==> config.mk <==
export PLATFORM = sky130hd
export DESIGN_NAME = bnn_conv_stream_flat
export DESIGN_NICKNAME = d
export VERILOG_FILES = /design/src/rtl/bnn_conv_stream_if.sv /design/src/rtl/bnn_conv_stream.sv /design/src/flat_wrapper.sv
export SDC_FILE = /design/constraint.sdc
export NUM_CORES = 2
export LEC_CHECK = 0
export ABC_AREA = 1
export CORE_MARGIN = 4
export CORE_UTILIZATION = 45
export CTS_CLUSTER_DIAMETER = 50
export DETAILED_ROUTE_END_ITERATION = 12
export PLACE_DENSITY = 0.63
export RECOVER_POWER = 50
export SYNTH_ARGS = -nofsm -noshare
export SYNTH_HDL_FRONTEND = slang
export SYNTH_SLANG_ARGS = --single-unit
==> constraint.sdc <==
create_clock -name clk -period 32.9 [get_ports clk]
set_input_delay 3.29 -clock clk [delete_from_list [all_inputs] [get_ports clk]]
set_output_delay 3.29 -clock clk [all_outputs]
set_load 0.02 [all_outputs]
==> src/rtl/bnn_conv_stream_if.sv <==
// Stream, weight-load and frame-control signals of the binary-weight KxK convolution engine.
// The engine uses the slave view; whoever feeds it columns and weights uses the master view.
interface bnn_conv_stream_if #(
    parameter int K     = 5,
    parameter int DW    = 8,
    parameter int OUT_W = 16,
    parameter int CW    = 10
);
    logic                    start;
    logic [CW-1:0]           cfg_width;
    logic [CW-1:0]           cfg_rows;
    logic                    cfg_bin;
    logic                    w_valid;
    logic                    w_bit;
    logic                    w_ready;
    logic                    in_valid;
    logic [K*DW-1:0]         in_col;
    logic                    in_ready;
    logic                    out_valid;
    logic signed [OUT_W-1:0] dout;
    logic                    out_last;
    logic                    busy;
    logic                    done;

    modport slave (
        input  start, cfg_width, cfg_rows, cfg_bin, w_valid, w_bit, in_valid, in_col,
        output w_ready, in_ready, out_valid, dout, out_last, busy, done
    );

    modport master (
        output start, cfg_width, cfg_rows, cfg_bin, w_valid, w_bit, in_valid, in_col,
        input  w_ready, in_ready, out_valid, dout, out_last, busy, done
    );
endinterface

==> src/rtl/bnn_conv_stream.sv <==
// Binary-weight KxK streaming convolution: sliding column window, registered adder tree,
// saturating or sign-binarised output, and a double-buffered serially loaded weight bank.
module bnn_conv_stream #(
    parameter int K     = 5,
    parameter int DW    = 8,
    parameter int OUT_W = 16,
    parameter int CW    = 10
) (
    input  logic             clk,
    input  logic             rstn,
    bnn_conv_stream_if.slave bus
);
    localparam int N       = K * K;
    localparam int LV      = $clog2(N);
    localparam int SW      = DW + LV + 1;
    localparam int LAT     = 2 + LV;
    localparam int IW      = (N > 1) ? $clog2(N) : 1;
    localparam int DCW     = $clog2(LAT + 1);
    localparam int SAT_MAX = (1 << (OUT_W - 1)) - 1;
    localparam int SAT_MIN = -(1 << (OUT_W - 1));

    typedef enum logic [1:0] {IDLE, RUN, DRAIN} state_e;

    // Number of live nodes at a given adder-tree level; odd leftovers ride through.
    function automatic int levelCount(input int lvl);
        int n;
        n = N;
        for (int i = 0; i < lvl; i++) n = (n + 1) / 2;
        return n;
    endfunction

    state_e           state_q, state_d;
    logic [CW-1:0]    col_q, col_d, row_q, row_d;
    logic [CW-1:0]    width_q, width_d, rows_q, rows_d;
    logic             bin_q, bin_d, done_q, done_d;
    logic [DCW-1:0]   drain_q, drain_d;
    logic             frameLast;

    logic [N-1:0]     shadow_q, active_q;
    logic             shadowFull_q;
    logic [IW-1:0]    wIdx_q;

    logic [K*DW-1:0]  win_q [K];
    logic             winValid_q, winLast_q;
    logic signed [SW-1:0] tree_q [LV+1][N];
    logic [LV:0]      pipeValid_q, pipeLast_q;
    logic                    outValid_q, outLast_q;
    logic signed [OUT_W-1:0] dout_q, result;
    logic signed [SW-1:0]    sum;

    logic accept, wBeat, swap;

    assign accept = bus.in_valid && (state_q == RUN);
    assign wBeat  = bus.w_valid && !shadowFull_q;
    assign swap   = bus.start && (state_q == IDLE) && shadowFull_q;
    assign sum    = tree_q[LV][0];

    assign bus.w_ready   = ~shadowFull_q;
    assign bus.in_ready  = (state_q == RUN);
    assign bus.busy      = (state_q != IDLE);
    assign bus.done      = done_q;
    assign bus.out_valid = outValid_q;
    assign bus.out_last  = outLast_q;
    assign bus.dout      = dout_q;

    always_ff @(posedge clk or posedge rstn) begin
        if (rstn) begin
            state_q <= IDLE;
            col_q   <= '0;
            row_q   <= '0;
            width_q <= '0;
            rows_q  <= '0;
            bin_q   <= 1'b0;
            done_q  <= 1'b0;
            drain_q <= '0;
        end else begin
            state_q <= state_d;
            col_q   <= col_d;
            row_q   <= row_d;
            width_q <= width_d;
            rows_q  <= rows_d;
            bin_q   <= bin_d;
            done_q  <= done_d;
            drain_q <= drain_d;
        end
    end

    // Empty geometry skips RUN; DRAIN always lasts long enough for the tree to empty.
    always_comb begin
        state_d   = state_q;
        col_d     = col_q;
        row_d     = row_q;
        width_d   = width_q;
        rows_d    = rows_q;
        bin_d     = bin_q;
        drain_d   = drain_q;
        done_d    = 1'b0;
        frameLast = 1'b0;
        case (state_q)
            IDLE: begin
                if (bus.start) begin
                    width_d = bus.cfg_width;
                    rows_d  = bus.cfg_rows;
                    bin_d   = bus.cfg_bin;
                    col_d   = '0;
                    row_d   = '0;
                    drain_d = '0;
                    state_d = (bus.cfg_width == '0 || bus.cfg_rows == '0) ? DRAIN : RUN;
                end
            end
            RUN: begin
                if (accept) begin
                    if (col_q == width_q - 1'b1) begin
                        col_d = '0;
                        if (row_q == rows_q - 1'b1) begin
                            frameLast = 1'b1;
                            drain_d   = '0;
                            state_d   = DRAIN;
                        end else begin
                            row_d = row_q + 1'b1;
                        end
                    end else begin
                        col_d = col_q + 1'b1;
                    end
                end
            end
            DRAIN: begin
                if (drain_q == DCW'(LAT)) begin
                    done_d  = 1'b1;
                    state_d = IDLE;
                end else begin
                    drain_d = drain_q + 1'b1;
                end
            end
            default: state_d = IDLE;
        endcase
    end

    // A full shadow bank blocks further bits until a start in IDLE moves it to the active bank.
    always_ff @(posedge clk or posedge rstn) begin
        if (rstn) begin
            shadow_q     <= '0;
            active_q     <= '0;
            shadowFull_q <= 1'b0;
            wIdx_q       <= '0;
        end else begin
            if (wBeat) begin
                shadow_q[wIdx_q] <= bus.w_bit;
                if (wIdx_q == IW'(N - 1)) begin
                    shadowFull_q <= 1'b1;
                    wIdx_q       <= '0;
                end else begin
                    wIdx_q <= wIdx_q + 1'b1;
                end
            end
            if (swap) begin
                active_q     <= shadow_q;
                shadowFull_q <= 1'b0;
            end
        end
    end

    always_comb begin
        if (bin_q)
            result = sum[SW-1] ? '1 : OUT_W'(1);
        else if (int'(sum) > SAT_MAX)
            result = OUT_W'(SAT_MAX);
        else if (int'(sum) < SAT_MIN)
            result = OUT_W'(SAT_MIN);
        else
            result = OUT_W'(sum);
    end

    // win_q[0] is the oldest column; validity requires K columns of the current row.
    always_ff @(posedge clk or posedge rstn) begin
        if (rstn) begin
            for (int c = 0; c < K; c++) win_q[c] <= '0;
            for (int l = 0; l <= LV; l++)
                for (int j = 0; j < N; j++) tree_q[l][j] <= '0;
            winValid_q  <= 1'b0;
            winLast_q   <= 1'b0;
            pipeValid_q <= '0;
            pipeLast_q  <= '0;
            outValid_q  <= 1'b0;
            outLast_q   <= 1'b0;
            dout_q      <= '0;
        end else begin
            if (accept) begin
                for (int c = 0; c < K - 1; c++) win_q[c] <= win_q[c+1];
                win_q[K-1] <= bus.in_col;
            end
            winValid_q <= accept && (col_q >= CW'(K - 1));
            winLast_q  <= frameLast && (col_q >= CW'(K - 1));

            for (int r = 0; r < K; r++)
                for (int c = 0; c < K; c++)
                    tree_q[0][r*K+c] <= active_q[r*K+c] ?  SW'($signed(win_q[c][r*DW +: DW]))
                                                        : -SW'($signed(win_q[c][r*DW +: DW]));

            for (int l = 1; l <= LV; l++)
                for (int j = 0; j < N; j++)
                    if (2 * j + 1 < levelCount(l - 1))
                        tree_q[l][j] <= tree_q[l-1][2*j] + tree_q[l-1][2*j+1];
                    else if (2 * j < levelCount(l - 1))
                        tree_q[l][j] <= tree_q[l-1][2*j];
                    else
                        tree_q[l][j] <= '0;

            pipeValid_q <= {pipeValid_q[LV-1:0], winValid_q};
            pipeLast_q  <= {pipeLast_q[LV-1:0], winLast_q};
            outValid_q  <= pipeValid_q[LV];
            outLast_q   <= pipeValid_q[LV] & pipeLast_q[LV];
            if (pipeValid_q[LV]) dout_q <= result;
        end
    end
endmodule

==> src/flat_wrapper.sv <==
// flat-port wrapper written by rule: the top's interface ports become plain ports
module bnn_conv_stream_flat 
#(
    parameter int K     = 5,
    parameter int DW    = 8,
    parameter int OUT_W = 16,
    parameter int CW    = 10
)
  (clk, rstn, bus_start, bus_cfg_width, bus_cfg_rows, bus_cfg_bin, bus_w_valid, bus_w_bit, bus_in_valid, bus_in_col, bus_w_ready, bus_in_ready, bus_out_valid, bus_dout, bus_out_last, bus_busy, bus_done);
  bnn_conv_stream_if #(.K(K), .DW(DW), .OUT_W(OUT_W), .CW(CW)) bus_i ();
  input  logic clk;
  input  logic rstn;
  input wire logic [$bits(bus_i.start)-1:0] bus_start;
  input wire logic [$bits(bus_i.cfg_width)-1:0] bus_cfg_width;
  input wire logic [$bits(bus_i.cfg_rows)-1:0] bus_cfg_rows;
  input wire logic [$bits(bus_i.cfg_bin)-1:0] bus_cfg_bin;
  input wire logic [$bits(bus_i.w_valid)-1:0] bus_w_valid;
  input wire logic [$bits(bus_i.w_bit)-1:0] bus_w_bit;
  input wire logic [$bits(bus_i.in_valid)-1:0] bus_in_valid;
  input wire logic [$bits(bus_i.in_col)-1:0] bus_in_col;
  output wire logic [$bits(bus_i.w_ready)-1:0] bus_w_ready;
  output wire logic [$bits(bus_i.in_ready)-1:0] bus_in_ready;
  output wire logic [$bits(bus_i.out_valid)-1:0] bus_out_valid;
  output wire logic [$bits(bus_i.dout)-1:0] bus_dout;
  output wire logic [$bits(bus_i.out_last)-1:0] bus_out_last;
  output wire logic [$bits(bus_i.busy)-1:0] bus_busy;
  output wire logic [$bits(bus_i.done)-1:0] bus_done;
  assign bus_i.start = bus_start;
  assign bus_i.cfg_width = bus_cfg_width;
  assign bus_i.cfg_rows = bus_cfg_rows;
  assign bus_i.cfg_bin = bus_cfg_bin;
  assign bus_i.w_valid = bus_w_valid;
  assign bus_i.w_bit = bus_w_bit;
  assign bus_i.in_valid = bus_in_valid;
  assign bus_i.in_col = bus_in_col;
  assign bus_w_ready = bus_i.w_ready;
  assign bus_in_ready = bus_i.in_ready;
  assign bus_out_valid = bus_i.out_valid;
  assign bus_dout = bus_i.dout;
  assign bus_out_last = bus_i.out_last;
  assign bus_busy = bus_i.busy;
  assign bus_done = bus_i.done;
  bnn_conv_stream #(.K(K), .DW(DW), .OUT_W(OUT_W), .CW(CW)) u_core (.clk(clk), .rstn(rstn), .bus(bus_i));
endmodule
======== Word level (Yosys, flattened, before mapping) ========
Cells that the tools add are included.
operators by class
  add/sub/neg operators ................... 55
  order comparisons ....................... 5
  eq/ne operators ......................... 13
  muxes and demuxes ....................... 63
  bitwise operators ....................... 2
  reductions and logical operators ........ 23
operator list
  operator                                                                count
  14-bit 2-to-1 mux                                                       25
  8-bit negation with 14-bit output                                       25
  14-bit adder                                                            24
  16-bit 2-to-1 mux                                                       4
  10-bit 2-to-1 mux                                                       6
  10-bit one-hot mux with 2 select lines                                  2
  25-bit bitwise mux                                                      1
  10-bit by 1-bit adder with 10-bit output, second input constant         2
  10-bit equality test                                                    2
  10-bit logical NOT                                                      2
  10-bit by 1-bit subtractor with 10-bit output, second input constant    2
  14-bit by 16-bit > comparator with 1-bit output, second input constant  1
  14-bit by 16-bit < comparator with 1-bit output, second input constant  1
  3-bit 2-to-1 mux                                                        5
  2-bit 2-to-1 mux                                                        6
  10-bit by 3-bit >= comparator with 1-bit output, second input constant  1
  1-bit 2-to-1 mux                                                        10
  5-bit AND reduction                                                     2
  3-bit one-hot mux with 3 select lines                                   1
  2-bit by 1-bit != test with 1-bit output, second input constant         4
  2-bit nonzero test                                                      4
  1-bit logical AND                                                       7
  5-bit by 6-bit < comparator with 1-bit output, second input constant    1
  2-bit != test, second input constant                                    3
  other kinds (19)                                                        20
word-level totals
  bits in registers ....................... 1063
  input bits .............................. 67
  output and inout bits ................... 22
  logic and storage cells ................. 237

======== Longest topological paths before layout ========
  depth in word-level cells ............... 7
  depth in mapped cells ................... 16
  depth with buffers taken out ............ 16

======== Worst setup path before layout ========
No wires, ideal clock.
  kind .................................... input port to flip-flop
  start point ............................. input bus_w_valid
  end point ............................... register u_core.shadow_q[0]
  setup time .............................. 82 ps
  data arrival time ....................... 4093 ps
  required time ........................... 32818 ps
  path slack .............................. 28725 ps
  stages .................................. 5
  cell sequence ........................... nand2_1 -> nor2_1 -> clkbuf_1 -> a21oi_1 -> a31oi_1
between the ends
  word-level cells in the longest chain between the ends .. 1
RTL lines
  what                           line                    RTL
  start, declared                flat_wrapper.sv:17      input wire logic [$bits(bus_i.w_valid)-1:0] bus_w_valid;
  1-bit logical AND              bnn_conv_stream.sv:54   assign wBeat = bus.w_valid && !shadowFull_q;
  end signal, assigned by index  bnn_conv_stream.sv:148  shadow_q[wIdx_q] <= bus.w_bit;
  end, declared                  bnn_conv_stream.sv:39   logic [N-1:0] shadow_q, active_q;
No other way between the ends.
A chain may end at the register's enable or synchronous reset.

==> flow_summary.toml <==
[critical_path]
worstPathCellList = "dlygate4sd3_1, clkinvlp_2, clkbuf_1, buf_4, buf_4, buf_4, buf_4"
worst_path_max_delay_cell = "clkbuf_1"
cp-end-kind = "asynchronous set/reset pin"
crit_family = "buffers and inverters"
r2r_slack_ns = 26.66
critPathLaunchType = "input port"
slowest_delay_ns = 2.07
r2r_cells = 5
critPathKind = "in2async"
reg2reg_to = "u_core.win_q[64]"
crit_required_ns = 33.56
cp_common_cell = "buf_4"
startpoint = "rstn"
r2r-start = "u_core.state_q[0]"
crit_arrival_ns = 10.70
critPathBufInv = 7
path_max_fanout = 82

[detailed_routing]
drc = 0
ant_nets = 0
wl_per_cell_um = 15.4
top_layer = "met4"
num_vias = 34700
drt_first_iter_violations = 2042
wl_met1_um = 50100
dr_wl_met2_um = 49700
firstDrtPassIters = 5
viasPerCell = 5.04
wl_met3_um = 3920
totalWireLength_um = 106000

[status]
status = "finished with violations"
failed_checks = "capacitance limit, slew limit"

[finish]
fin_nets = 5741
final_cell_count_no_fill = 6894
drive_above_1_share_pct = 4.44
synthToLayoutAreaGrowth_pct = 13.6
fin_area_um2 = 57100
n_fill_cell = 10100

[yosys]
syn_area_per_cell_um2 = 9.73
async_flop_share_pct = 100
syn-num-nets = 5607
synth_edf_count = 0
synth_top_cell_by_area = "dfrtp_1"
syn_inst = 5168
ys_seq_area_share_pct = 52.9
synth_top_flop_cell = "dfrtp_1"
yosysTopAreaCellShare_pct = 52.9
synthTopCellsByCount = "1,062 x dfrtp_1, 853 x nand2_1, 621 x o21ai_0"
synth_area_leaders = "dfrtp_1 53%, ha_1 8.7%, xor2_1 6.6%"
synth_seq_cells = 1062
yosysWarnings = 0
synth_cell_type_count = 35
synth_most_common_cell = "dfrtp_1"
synth_area_um2 = 50300

[clock_network]
htree_levels = 3
cts.repair.resized = 0
postCtsSetupRepairBufs = 0
clk_pin_slew_ns = 0.06
clk_latency_ns = 0.70
cts_buffers = 120
clock_sinks = 1062
cts_buffer_depth = 3
cts_tree = "done"
root_buffer = "clkbuf_16"
postCtsHoldBufs = 0

[place]
place_area_um2 = 52800
place_ws_ns = 24.00
hpwl_um = 79000
placed_cells = 6668
io_buffers = 88
gp_congestion = 0.857

[global_route]
antenna_found_initial = 1
grt_usage_pct = 18.5
grt_pass1_vias = 35000
grt_pass1_wl_um = 177000
gr-total-overflow = 0
grt_max_degree = 177

[pwr]
ir_worst_vdd_mv = 0.0574
power_leakage_uw = 0.0274
powerDensity_nw_per_um2 = 84.8

[floorplan]
placementRows = 122
die_w_um = 342
dieArea_um2 = 117000
coreArea_um2 = 111000
io_pins = 89
die_h_um = 342
start_util_pct = 45.4

[worst_hold_path]
min_to = "u_core.tree_q[1005]"
hold_path_startpoint = "u_core.tree_q[1313]"
hold_class = "reg2reg"
whs_path_depth = 0

[sta]
fin_ws_ns = 22.86
setup_viol = 0
slew_headroom_pct = -165
final-hold-violation-count = 0
fin_hold_ws_ns = 0.345
max_freq_ghz = 0.0996
worst_clock_skew_ns = 0.0234
fin_crit_ns = 10.04
maxSlewViolCount = 482
fin_crit_sh_pct = 30.5
worst_slew_pin_slew_ns = 3.97
rsz0062_at_grt = "false"
tns_ns = 0

[job]
maxCapViolCount = 7
[routing by layer]
metal | vias up | global-route usage, %
met5 | - | 0
met4 | 0 | 5.53
met3 | 174 | 2.61
met1 | 16600 | 25.5
li1 | 17500 | -
met2 | 519 | 30.4
[cells in the final DEF (no fill, tap or decap), types with 2 or more instances in the layout]
cell type,netlist,final
a21boi_0,24,24
a21o_1,24,24
a21oi_1,310,310
a31oi_1,67,67
buf_4,1,11
bufinv_16,0,21
clkbuf_1,70,13
clkbuf_16,0,121
clkbuf_8,0,12
clkdlybuf4s50_1,0,82
clkinv_2,0,21
clkinv_4,0,11
clkinv_8,0,3
clkinvlp_2,0,2
clkinvlp_4,0,14
dfrtp_1,1062,1062
diode_2,0,2
dlygate4sd3_1,0,6
fa_1,24,24
ha_1,348,348
inv_1,516,516
inv_16,0,2
inv_6,0,7
inv_8,0,4
nand2_1,853,856
nand3_1,156,157
nand4_1,13,13
nor2_1,334,333
nor2_2,3,3
nor2_4,3,4
nor3_1,113,113
nor3b_1,6,6
nor4_1,7,7
o2111ai_1,48,48
o211ai_1,25,25
o21ai_0,621,621
o31ai_1,24,24
xnor2_1,104,104
xor2_1,377,377
[power by group]
part           internal, µW  switching (µW)
clock                   873             559
combinational           619            1010
sequential             1620             163
total                  3110            1730
[stage by stage]
| stage | total power, µW | util (%) |
|---|---|---|
| after floorplan | 2970 | - |
| after global placement | 3420 | 47.6 |
| after detailed placement | 3440 | 47.6 |
| after CTS | 4890 | 51.6 |
| after global routing | 5190 | 51.5 |
| final | 4840 | 51.5 |
[area by class of cell]
class / instances / area [µm²] / share of cell area, %
antenna: 2 / 5.00 / 0.00876
clock buffer: 141 / 3220 / 5.64
clock inverter: 83 / 1130 / 1.98
inverter: 520 / 1950 / 3.42
multi-input combinational: 3493 / 21400 / 37.4
sequential: 1062 / 26600 / 46.5
tap: 1488 / 1860 / 3.26
timing repair buffer: 105 / 1000 / 1.75
[state kept, by name (all words and copies together) (netlist names), 6 cells and up]
register,flops
u_core.sum,14
u_core.pipeValid_q,6
u_core.col_q,10
u_core.tree_q,714
u_core.bus.dout,15
u_core.row_q,10
u_core.pipeLast_q,6
u_core.shadow_q,25
u_core.rows_q,10
u_core.win_q,200
u_core.width_q,10
u_core.active_q,25
[cells by family after synthesis]
logic type | Yosys count | share of synthesized area [%]
flops | 1062 | 52.9
simple gates | 1496 | 12.1
fa+ha+maj | 372 | 9.62
buf+inv | 613 | 4.66
compound gates | 1144 | 12.4
xor+xnor | 481 | 8.38
[how the worst max path moves through the flow]
stage                               end  slack, ns  depth (start not counted)
detailed placement  u_core.tree_q[2061]      24.00                          7
CTS                 u_core.tree_q[2047]      24.77                          7
finish                 u_core.win_q[83]      22.86                          7
global route           u_core.win_q[84]      21.45                          7
global placement    u_core.tree_q[2048]      24.06                          7
floorplan            u_core.active_q[0]      14.96                          1
No activity file was read; power rests on OpenSTA's default activity.
